**config.mk**
```make
export PLATFORM = sky130hd
export DESIGN_NAME = gate_sensor_fsm_flat
export DESIGN_NICKNAME = d
export VERILOG_FILES = /design/src/rtl/parking_pkg.sv /design/src/rtl/gate_sensor_fsm_if.sv /design/src/rtl/sensor_debounce.sv /design/src/rtl/gate_sensor_fsm.sv /design/src/flat_wrapper.sv
export SDC_FILE = /design/constraint.sdc
export NUM_CORES = 1
export LEC_CHECK = 0
export ABC_AREA = 1
export CELL_PAD_IN_SITES_DETAIL_PLACEMENT = 1
export CELL_PAD_IN_SITES_GLOBAL_PLACEMENT = 2
export CORE_MARGIN = 2
export CORE_UTILIZATION = 32
export DETAILED_ROUTE_END_ITERATION = 8
export PLACE_DENSITY = 0.84
export SLEW_MARGIN = 25
export SYNTH_ARGS = -nofsm -noshare
export SYNTH_HDL_FRONTEND = slang
export SYNTH_SLANG_ARGS = --single-unit
```
**constraint.sdc**
```tcl
create_clock -name clk -period 1.9 [get_ports clk]
set_clock_uncertainty 0.1 [all_clocks]
set_input_delay 0.38 -clock clk [delete_from_list [all_inputs] [get_ports clk]]
set_output_delay 0.38 -clock clk [all_outputs]
set_load 0.005 [all_outputs]
```
**src/rtl/parking_pkg.sv**
```systemverilog
// Shared types and sensor encodings for the gate sensor front end of the car tracker.
package parking_pkg;

  typedef enum logic [2:0] {
    IDLE,
    ENT_A,
    ENT_B,
    ENT_C,
    EXT_A,
    EXT_B,
    EXT_C,
    ERR
  } gate_state_t;

  // Sensor pattern s = {outer, inner}; 1 = beam blocked.
  localparam logic [1:0] S_CLEAR = 2'b00;
  localparam logic [1:0] S_OUTER = 2'b10;
  localparam logic [1:0] S_BOTH  = 2'b11;
  localparam logic [1:0] S_INNER = 2'b01;

endpackage

```
**src/rtl/gate_sensor_fsm_if.sv**
```systemverilog
// Gate bundle: raw beam inputs in, passage pulses and occupancy status out.
interface gate_sensor_fsm_if #(
  parameter int unsigned CAPACITY = 3
);
  localparam int unsigned OCC_W = $clog2(CAPACITY + 1);

  logic             sensor_outer;
  logic             sensor_inner;
  logic             car_enter;
  logic             car_exit;
  logic [OCC_W-1:0] occupancy;
  logic             lot_full;
  logic             lot_empty;
  logic             seq_error;

  modport master (
    output sensor_outer, sensor_inner,
    input  car_enter, car_exit, occupancy, lot_full, lot_empty, seq_error
  );

  modport slave (
    input  sensor_outer, sensor_inner,
    output car_enter, car_exit, occupancy, lot_full, lot_empty, seq_error
  );
endinterface

```
**src/rtl/sensor_debounce.sv**
```systemverilog
// Two-flop synchroniser followed by a stability counter; the filtered level only
// moves after the synchronised level has disagreed with it for DEBOUNCE_CYCLES cycles.
module sensor_debounce #(
  parameter int unsigned DEBOUNCE_CYCLES = 4
) (
  input  logic clk,
  input  logic reset,
  input  logic raw,
  output logic filtered
);
  localparam int unsigned CNT_W = $clog2(DEBOUNCE_CYCLES + 1);
  localparam logic [CNT_W-1:0] CntLast = CNT_W'(DEBOUNCE_CYCLES - 1);

  logic             r_meta;
  logic             r_sync;
  logic             r_filt;
  logic [CNT_W-1:0] r_cnt;

  always_ff @(posedge clk) begin
    if (reset) begin
      r_meta <= 1'b0;
      r_sync <= 1'b0;
      r_filt <= 1'b0;
      r_cnt  <= '0;
    end else begin
      r_meta <= raw;
      r_sync <= r_meta;
      if (r_sync == r_filt) begin
        r_cnt <= '0;
      end else if (r_cnt == CntLast) begin
        r_filt <= r_sync;
        r_cnt  <= '0;
      end else begin
        r_cnt <= r_cnt + 1'b1;
      end
    end
  end

  assign filtered = r_filt;
endmodule

```
**src/rtl/gate_sensor_fsm.sv**
```systemverilog
// Direction-resolving gate FSM: classifies debounced beam sequences as entries or exits
// and keeps a saturating lot occupancy count.
module gate_sensor_fsm
  import parking_pkg::*;
#(
  parameter int unsigned CAPACITY        = 3,
  parameter int unsigned DEBOUNCE_CYCLES = 4
) (
  input logic              clk,
  input logic              reset,
  gate_sensor_fsm_if.slave bus
);
  localparam int unsigned OCC_W = $clog2(CAPACITY + 1);
  localparam logic [OCC_W-1:0] OccMax = OCC_W'(CAPACITY);

  logic             w_outer_f;
  logic             w_inner_f;
  logic [1:0]       w_s;
  gate_state_t      r_state;
  gate_state_t      w_state_d;
  logic             w_enter;
  logic             w_exit;
  logic             w_seq_err;
  logic             w_err_d;
  logic [OCC_W-1:0] w_occ_d;
  logic [OCC_W-1:0] r_occ;
  logic             r_car_enter;
  logic             r_car_exit;
  logic             r_seq_error;

  sensor_debounce #(.DEBOUNCE_CYCLES(DEBOUNCE_CYCLES)) u_deb_outer (
    .clk      (clk),
    .reset    (reset),
    .raw      (bus.sensor_outer),
    .filtered (w_outer_f)
  );

  sensor_debounce #(.DEBOUNCE_CYCLES(DEBOUNCE_CYCLES)) u_deb_inner (
    .clk      (clk),
    .reset    (reset),
    .raw      (bus.sensor_inner),
    .filtered (w_inner_f)
  );

  assign w_s = {w_outer_f, w_inner_f};

  always_comb begin
    w_state_d = r_state;
    w_enter   = 1'b0;
    w_exit    = 1'b0;
    w_seq_err = 1'b0;
    unique case (r_state)
      IDLE: begin
        case (w_s)
          S_OUTER: w_state_d = ENT_A;
          S_INNER: w_state_d = EXT_A;
          S_BOTH:  begin w_state_d = ERR; w_seq_err = 1'b1; end
          default: w_state_d = IDLE;
        endcase
      end
      ENT_A: begin
        case (w_s)
          S_BOTH:  w_state_d = ENT_B;
          S_CLEAR: w_state_d = IDLE;
          S_INNER: begin w_state_d = ERR; w_seq_err = 1'b1; end
          default: w_state_d = ENT_A;
        endcase
      end
      ENT_B: begin
        case (w_s)
          S_INNER: w_state_d = ENT_C;
          S_OUTER: w_state_d = ENT_A;
          S_CLEAR: begin w_state_d = ERR; w_seq_err = 1'b1; end
          default: w_state_d = ENT_B;
        endcase
      end
      ENT_C: begin
        case (w_s)
          S_CLEAR: begin w_state_d = IDLE; w_enter = 1'b1; end
          S_BOTH:  w_state_d = ENT_B;
          S_OUTER: begin w_state_d = ERR; w_seq_err = 1'b1; end
          default: w_state_d = ENT_C;
        endcase
      end
      EXT_A: begin
        case (w_s)
          S_BOTH:  w_state_d = EXT_B;
          S_CLEAR: w_state_d = IDLE;
          S_OUTER: begin w_state_d = ERR; w_seq_err = 1'b1; end
          default: w_state_d = EXT_A;
        endcase
      end
      EXT_B: begin
        case (w_s)
          S_OUTER: w_state_d = EXT_C;
          S_INNER: w_state_d = EXT_A;
          S_CLEAR: begin w_state_d = ERR; w_seq_err = 1'b1; end
          default: w_state_d = EXT_B;
        endcase
      end
      EXT_C: begin
        case (w_s)
          S_CLEAR: begin w_state_d = IDLE; w_exit = 1'b1; end
          S_BOTH:  w_state_d = EXT_B;
          S_INNER: begin w_state_d = ERR; w_seq_err = 1'b1; end
          default: w_state_d = EXT_C;
        endcase
      end
      ERR: begin
        if (w_s == S_CLEAR) w_state_d = IDLE;
      end
      default: w_state_d = IDLE;
    endcase
  end

  // Saturate at both ends; a pulse that cannot move the count is flagged instead.
  always_comb begin
    w_occ_d = r_occ;
    w_err_d = w_seq_err;
    if (w_enter) begin
      if (r_occ == OccMax) w_err_d = 1'b1;
      else                 w_occ_d = r_occ + 1'b1;
    end else if (w_exit) begin
      if (r_occ == '0) w_err_d = 1'b1;
      else             w_occ_d = r_occ - 1'b1;
    end
  end

  always_ff @(posedge clk) begin
    if (reset) begin
      r_state     <= IDLE;
      r_occ       <= '0;
      r_car_enter <= 1'b0;
      r_car_exit  <= 1'b0;
      r_seq_error <= 1'b0;
    end else begin
      r_state     <= w_state_d;
      r_occ       <= w_occ_d;
      r_car_enter <= w_enter;
      r_car_exit  <= w_exit;
      r_seq_error <= w_err_d;
    end
  end

  assign bus.car_enter = r_car_enter;
  assign bus.car_exit  = r_car_exit;
  assign bus.seq_error = r_seq_error;
  assign bus.occupancy = r_occ;
  assign bus.lot_full  = (r_occ == OccMax);
  assign bus.lot_empty = (r_occ == '0);
endmodule

```
**src/flat_wrapper.sv**
```systemverilog
// flat-port wrapper written by rule: the top's interface ports become plain ports
module gate_sensor_fsm_flat import parking_pkg::*;
#(
  parameter int unsigned CAPACITY        = 3,
  parameter int unsigned DEBOUNCE_CYCLES = 4
)
  (clk, reset, bus_sensor_outer, bus_sensor_inner, bus_car_enter, bus_car_exit, bus_occupancy, bus_lot_full, bus_lot_empty, bus_seq_error);
  gate_sensor_fsm_if #(.CAPACITY(CAPACITY)) bus_i ();
  input logic clk;
  input logic reset;
  input wire logic [$bits(bus_i.sensor_outer)-1:0] bus_sensor_outer;
  input wire logic [$bits(bus_i.sensor_inner)-1:0] bus_sensor_inner;
  output wire logic [$bits(bus_i.car_enter)-1:0] bus_car_enter;
  output wire logic [$bits(bus_i.car_exit)-1:0] bus_car_exit;
  output wire logic [$bits(bus_i.occupancy)-1:0] bus_occupancy;
  output wire logic [$bits(bus_i.lot_full)-1:0] bus_lot_full;
  output wire logic [$bits(bus_i.lot_empty)-1:0] bus_lot_empty;
  output wire logic [$bits(bus_i.seq_error)-1:0] bus_seq_error;
  assign bus_i.sensor_outer = bus_sensor_outer;
  assign bus_i.sensor_inner = bus_sensor_inner;
  assign bus_car_enter = bus_i.car_enter;
  assign bus_car_exit = bus_i.car_exit;
  assign bus_occupancy = bus_i.occupancy;
  assign bus_lot_full = bus_i.lot_full;
  assign bus_lot_empty = bus_i.lot_empty;
  assign bus_seq_error = bus_i.seq_error;
  gate_sensor_fsm #(.CAPACITY(CAPACITY), .DEBOUNCE_CYCLES(DEBOUNCE_CYCLES)) u_core (.clk(clk), .reset(reset), .bus(bus_i));
endmodule
```
# [Word-level counts from Yosys, hierarchy flattened]
# Index checks and enable logic that the tools add are counted.
# W data, S select, Z words.
[totals] reg_bits=20 output_inout_bits=7 word_cells=73
[op_classes] reduce_logical=12 bitwise_logic=2 muxes=24 n_eq_ne=18 addsub=4
[op_table] cell="$pmux W3 S3" n=6
[op_table] cell="$pmux W3 S8" n=1
[op_table] cell="$eq A3 B2 Y1 const B" n=4
[op_table] cell="$eq A3 B3 Y1 const B" n=4
[op_table] cell="$mux W1" n=10
[op_table] cell="$mux W2" n=4
[op_table] cell="$add A3 B1 Y3 const B" n=2
[op_table] cell="$eq A2 B2 Y1 const B" n=3
[op_table] cell="$pmux W2 S3" n=1
[op_table] cell="$reduce_or A2 Y1" n=3
[op_table] cell="$reduce_or A3 Y1" n=2
[op_table] cell="$logic_not A2 Y1" n=2
[op_table] cell="$ne A2 B1 Y1 const B" n=2
[op_table] cell="$pmux W1 S4" n=1
[op_table] cell="$reduce_and A2 Y1" n=2
[op_table] cell="$eq A3 B1 Y1 const B" n=1
[op_table] cell="$logic_not A3 Y1" n=1
[op_table] cell="$mux W3" n=1
[op_table] cell="$reduce_and A3 Y1" n=1
[op_table] cell="$add A2 B1 Y2 const B" n=1
[op_table] cell="$eq A1 B1 Y1" n=2
[op_table] cell="$eq A2 B1 Y1 const B" n=1
[op_table] cell="$ne A2 B2 Y1 const B" n=1
[op_table] cell="$not A1 Y1" n=2
[op_table] cell="2 further kinds" n=2

# [Logic depth before layout (Yosys ltp)]
[logic_depth] word_depth=6 ltp_mapped=10 depth_no_buf=10

# [Cells and area by module]
# Synthesis repeated with hierarchy kept, for this count alone.
[hier_totals] hier_cells=170 area_unflattened_um2=1178.6
[modules_own_cells] module="gate_sensor_fsm" area_per_inst_um2=725.7 cells_each=116 instances=1
[modules_own_cells] module="sensor_debounce" area_per_inst_um2=226.5 cells_each=27 instances=2

# [Worst setup path before layout]
# Ideal clock, no wire load.
[synth_timing] kind="register to register" start="reg u_core.u_deb_inner.r_filt (netlist: u_core.u_deb_inner.filtered)" end="reg u_core.r_state[1]" path_slack_ns=0.408 t_required_ns=1.691 path_stages_with_launch=9 n_path_buf=0 arrival_ns=1.283 cell_sequence="dfxtp_1 > inv_1 > ha_1 > inv_1 > a21oi_1 > a21oi_1 > nand3_1 > nand2_1 > inv_1"
[synth_between] elab_chain_cells=3 elab_cells_between_ends=13 classes_between="4 x eq/ne; 8 x mux; 1 x reduce/logical"
[synth_rtl] element="start: declaration" line="sensor_debounce.sv:16" text="logic r_filt;"
[synth_rtl] element="start signal: assignment" line="sensor_debounce.sv:31" text="r_filt <= r_sync;"
[synth_rtl] element="$eq A2 B1 Y1, or another cell as far along"
[synth_rtl] element="$pmux W3 S3, or another cell as far along" line="gate_sensor_fsm.sv:102" text="case (w_s)"
[synth_rtl] element="$pmux W3 S8" line="gate_sensor_fsm.sv:52" text="unique case (r_state)"
[synth_rtl] element="end signal: assignment" line="gate_sensor_fsm.sv:137" text="r_state <= w_state_d;"
[synth_rtl] element="end: declaration" line="gate_sensor_fsm.sv:19" text="gate_state_t r_state;"
# Parallel ways exist; a longest one is shown, timed or not.
# A chain may end at the register's enable or synchronous reset.

# [Final worst setup path]
[layout_timing] start="reg u_core.r_occ[0] (netlist: u_core.bus.occupancy[0])" end="out bus_lot_full"
[layout_between] elab_chain_cells=1
[layout_rtl] element="start: declaration" line="gate_sensor_fsm.sv:26" text="logic [OCC_W-1:0] r_occ;"
[layout_rtl] element="start signal: assignment" line="gate_sensor_fsm.sv:138" text="r_occ <= w_occ_d;"
[layout_rtl] element="$eq A2 B2 Y1" line="gate_sensor_fsm.sv:149" text="assign bus.lot_full = (r_occ == OccMax);"
[layout_rtl] element="end: declaration" line="flat_wrapper.sv:16" text="output wire logic [$bits(bus_i.lot_full)-1:0] bus_lot_full;"
# Every way passes these cells.

==> impl_metrics.env <==
export IMPL_worstPathMaxFanout=4
export IMPL_synth_most_common_cell="inv_1"
export IMPL_placedInstanceArea_um2=1310
export IMPL_power_leakage_nw=0.628
export IMPL_ys_types=22
export IMPL_layout_cells_non_filler=219
export IMPL_first_iter_violations=54
export IMPL_synth_seq_cells=20
export IMPL_powerDensity_nw_per_um2=527
export IMPL_setup_viol=0
export IMPL_cp_top_family="buffers and inverters"
export IMPL_drive_gt1_share_pct=10.5
export IMPL_core_area_um2=3610
export IMPL_syn_avg_cell_area_um2=7.34
export IMPL_rows=22
export IMPL_ir_drop_v=0.000538
export IMPL_cts_tree="yes"
export IMPL_h_tree_depth=1
export IMPL_grt_max_degree=11
export IMPL_finalCritPeriodShare_pct=95.1
export IMPL_layout_nets=189
export IMPL_start_util_pct=32.5
export IMPL_antenna_cells=0
export IMPL_ys_warn_count=0
export IMPL_grt_pass1_wl_um=4660
export IMPL_cts_buffers=3
export IMPL_yosys_area_top_type="dfxtp_1"
export IMPL_cts_path_max_buffers=2
export IMPL_area_delta_synth_final_pct=15.4
export IMPL_pin_count=11
export IMPL_drt_total_wl_um=2670
export IMPL_finalSetupTns_ns=0
export IMPL_finalHoldViolCount=0
export IMPL_cts_sinks=20
export IMPL_drtPass1Iterations=4
export IMPL_die_width_um=64.6
export IMPL_tightest_slew_ns=0.568
export IMPL_insertion_delay_ns=0.25
export IMPL_netlist_area_um2=1170
export IMPL_dp_cells=216
export IMPL_yosysTopAreaCellShare_pct=34.1
export IMPL_cp_start_kind="register"
export IMPL_drv_slew=0
export IMPL_cpPeakStageDelay_ns=0.51
export IMPL_synth_top_cells_by_area="dfxtp_1 (34%), ha_1 (13%), inv_1 (9.3%)"
export IMPL_drcViolationCount=0
export IMPL_critPathKind="reg -> out"
export IMPL_first_global_vias=1028
export IMPL_holdWs_ns=0.310
export IMPL_clockRootBuffer="clkbuf_8"
export IMPL_netlist_instances=160
export IMPL_synth_edff_count=0
export IMPL_synthTopCellsByCount="inv_1 (29), nand2_1 (28), nor2_1 (23)"
export IMPL_cap_violations=0
export IMPL_n_fill_cell=475
export IMPL_die_area_um2=4170
export IMPL_required_ns=1.42
export IMPL_maxSlewHeadroom_pct=62.1
export IMPL_async_reset_ff_share_pct=0
export IMPL_rsz0062_at_grt="no"
export IMPL_cts_clk_slew_worst_paths_ns=0.07
export IMPL_vias_per_cell=4.58
export IMPL_run_status="finished, final reports clean"
export IMPL_end_kind="output port"
export IMPL_drtAntennaViolNets=0
export IMPL_yosysSeqAreaShare_pct=34.1
export IMPL_cp_arrival_ns=1.33
export IMPL_path_cells="nand2_1 > inv_1 > clkdlybuf4s50_1"
export IMPL_synth_nets=176
export IMPL_gr_total_overflow=0
export IMPL_track_usage_pct=14.5
export IMPL_gp_congestion=0.859
export IMPL_hp_class="reg -> reg"
export IMPL_fmax_mhz=553
export IMPL_min_period_ns=1.81
export IMPL_ys_flop_type="dfxtp_1"
export IMPL_io_buffers=10
export IMPL_vias=1003
export IMPL_dpl_hpwl_um=2240
export IMPL_wire_per_inst_um=12.2
export IMPL_stdcell_area_um2=1350
export IMPL_antenna_found_initial=0
export IMPL_cp_slowest_cell="clkdlybuf4s50_1"
export IMPL_die_y_um=64.6
export IMPL_critPathBufInv=2
==> kinds of logic (layout without fill, tap and decap cells) <==
| logic type | Yosys count | count (layout) | synth area share, % |
|---|---|---|---|
| buf+inv | 35 | 46 | 13.4 |
| flops | 20 | 20 | 34.1 |
| compound gates | 21 | 21 | 9.81 |
| fa+ha+maj | 12 | 12 | 12.8 |
| simple gates | 72 | 72 | 29.9 |
==> through the flow <==
| stage | setup slack [ns] | total power (W) | util, % |
|---|---|---|---|
| after floorplan | 0.408 | 0.000447 | - |
| after global placement | 0.0353 | 0.000457 | 36.3 |
| after detailed placement | 0.0522 | 0.000458 | 36.3 |
| after CTS | 0.0320 | 0.000724 | 37.5 |
| after global routing | 0.0157 | 0.000744 | 37.5 |
| final | 0.0931 | 0.000714 | 37.5 |
==> registers in the layout, indices dropped and copies added, names as in the netlist <==
signal	flops
u_core.u_deb_outer.r_sync	1
u_core.u_deb_outer.r_meta	1
u_core.u_deb_inner.filtered	1
u_core.u_deb_inner.r_meta	1
u_core.bus.occupancy	2
u_core.u_deb_outer.filtered	1
u_core.bus.car_exit	1
u_core.r_state	3
u_core.bus.car_enter	1
u_core.u_deb_outer.r_cnt	3
u_core.bus.seq_error	1
u_core.u_deb_inner.r_sync	1
u_core.u_deb_inner.r_cnt	3
==> path summary, 6_finish.rpt <==
kind                               start                         to  slack, ns  cells after the start
max              u_core.bus.occupancy[0]               bus_lot_full       0.09                      3
min            u_core.u_deb_outer.r_meta  u_core.u_deb_outer.r_sync       0.31                      2
max reg2reg  u_core.u_deb_outer.filtered          u_core.r_state[1]       0.27                      9
min reg2reg    u_core.u_deb_outer.r_meta  u_core.u_deb_outer.r_sync       0.31                      2
==> per-layer routing <==
metal | vias to the layer above | global-route usage [%] | part of all wire (%) | routed length, µm
met2 | 8 | 25.8 | 51 | 1360
met1 | 472 | 18.3 | 46 | 1240
li1 | 521 | - | - | -
met3 | 2 | 2.08 | 2.1 | 57
met4 | 0 | 3.99 | 0.60 | 16
met5 | - | 0 | 0 | 0
==> worst reg2reg max path, stage by stage, from the launching register on <==
cell and delay [ns]:
dfxtp_2 0.41, inv_1 0.13, ha_1 0.27, inv_2 0.14
nand4_1 0.15, nand2_1 0.15, inv_1 0.04, nand3_1 0.09
nand2_1 0.06, inv_1 0.05
==> report_power, final <==
part,total (W),switching (W),leakage [nW],internal (W)
logic,0.0000213,0.0000109,0.444,0.0000105
registers,0.000427,0.00000243,0.163,0.000424
clock network,0.000266,0.000125,0.0216,0.000141
==> placed cells by master, fill, tap and decap left out, types with 2 or more instances in the layout <==
cell             instances
inv_2                    2
nor2_1                  23
clkbuf_8                 3
nor2_4                   2
nand2_1                 28
o21ai_1                  2
clkdlybuf4s50_1         10
a21oi_1                  9
buf_4                    2
o21ai_0                  6
inv_1                   28
dfxtp_2                  2
nand3_1                 13
o211ai_1                 2
dfxtp_1                 18
nand3_2                  2
ha_1                    12
==> cell type report <==
type                    count  area [µm²]  area share, %
repair buffers             12         115           8.50
clock buffers               3        41.3           3.05
inverters                  31         119           8.78
multi-input cells         105         616           45.5
well taps                  48        60.1           4.44
flip-flops and latches     20         403           29.8
==> timing repair <==
action	4_1_cts	5_1_grt
hold buffers	0	0
setup endpoints to repair	0	3
gates resized for setup	0	3
setup buffers	0	0
Power figures use the tool's default switching activity.
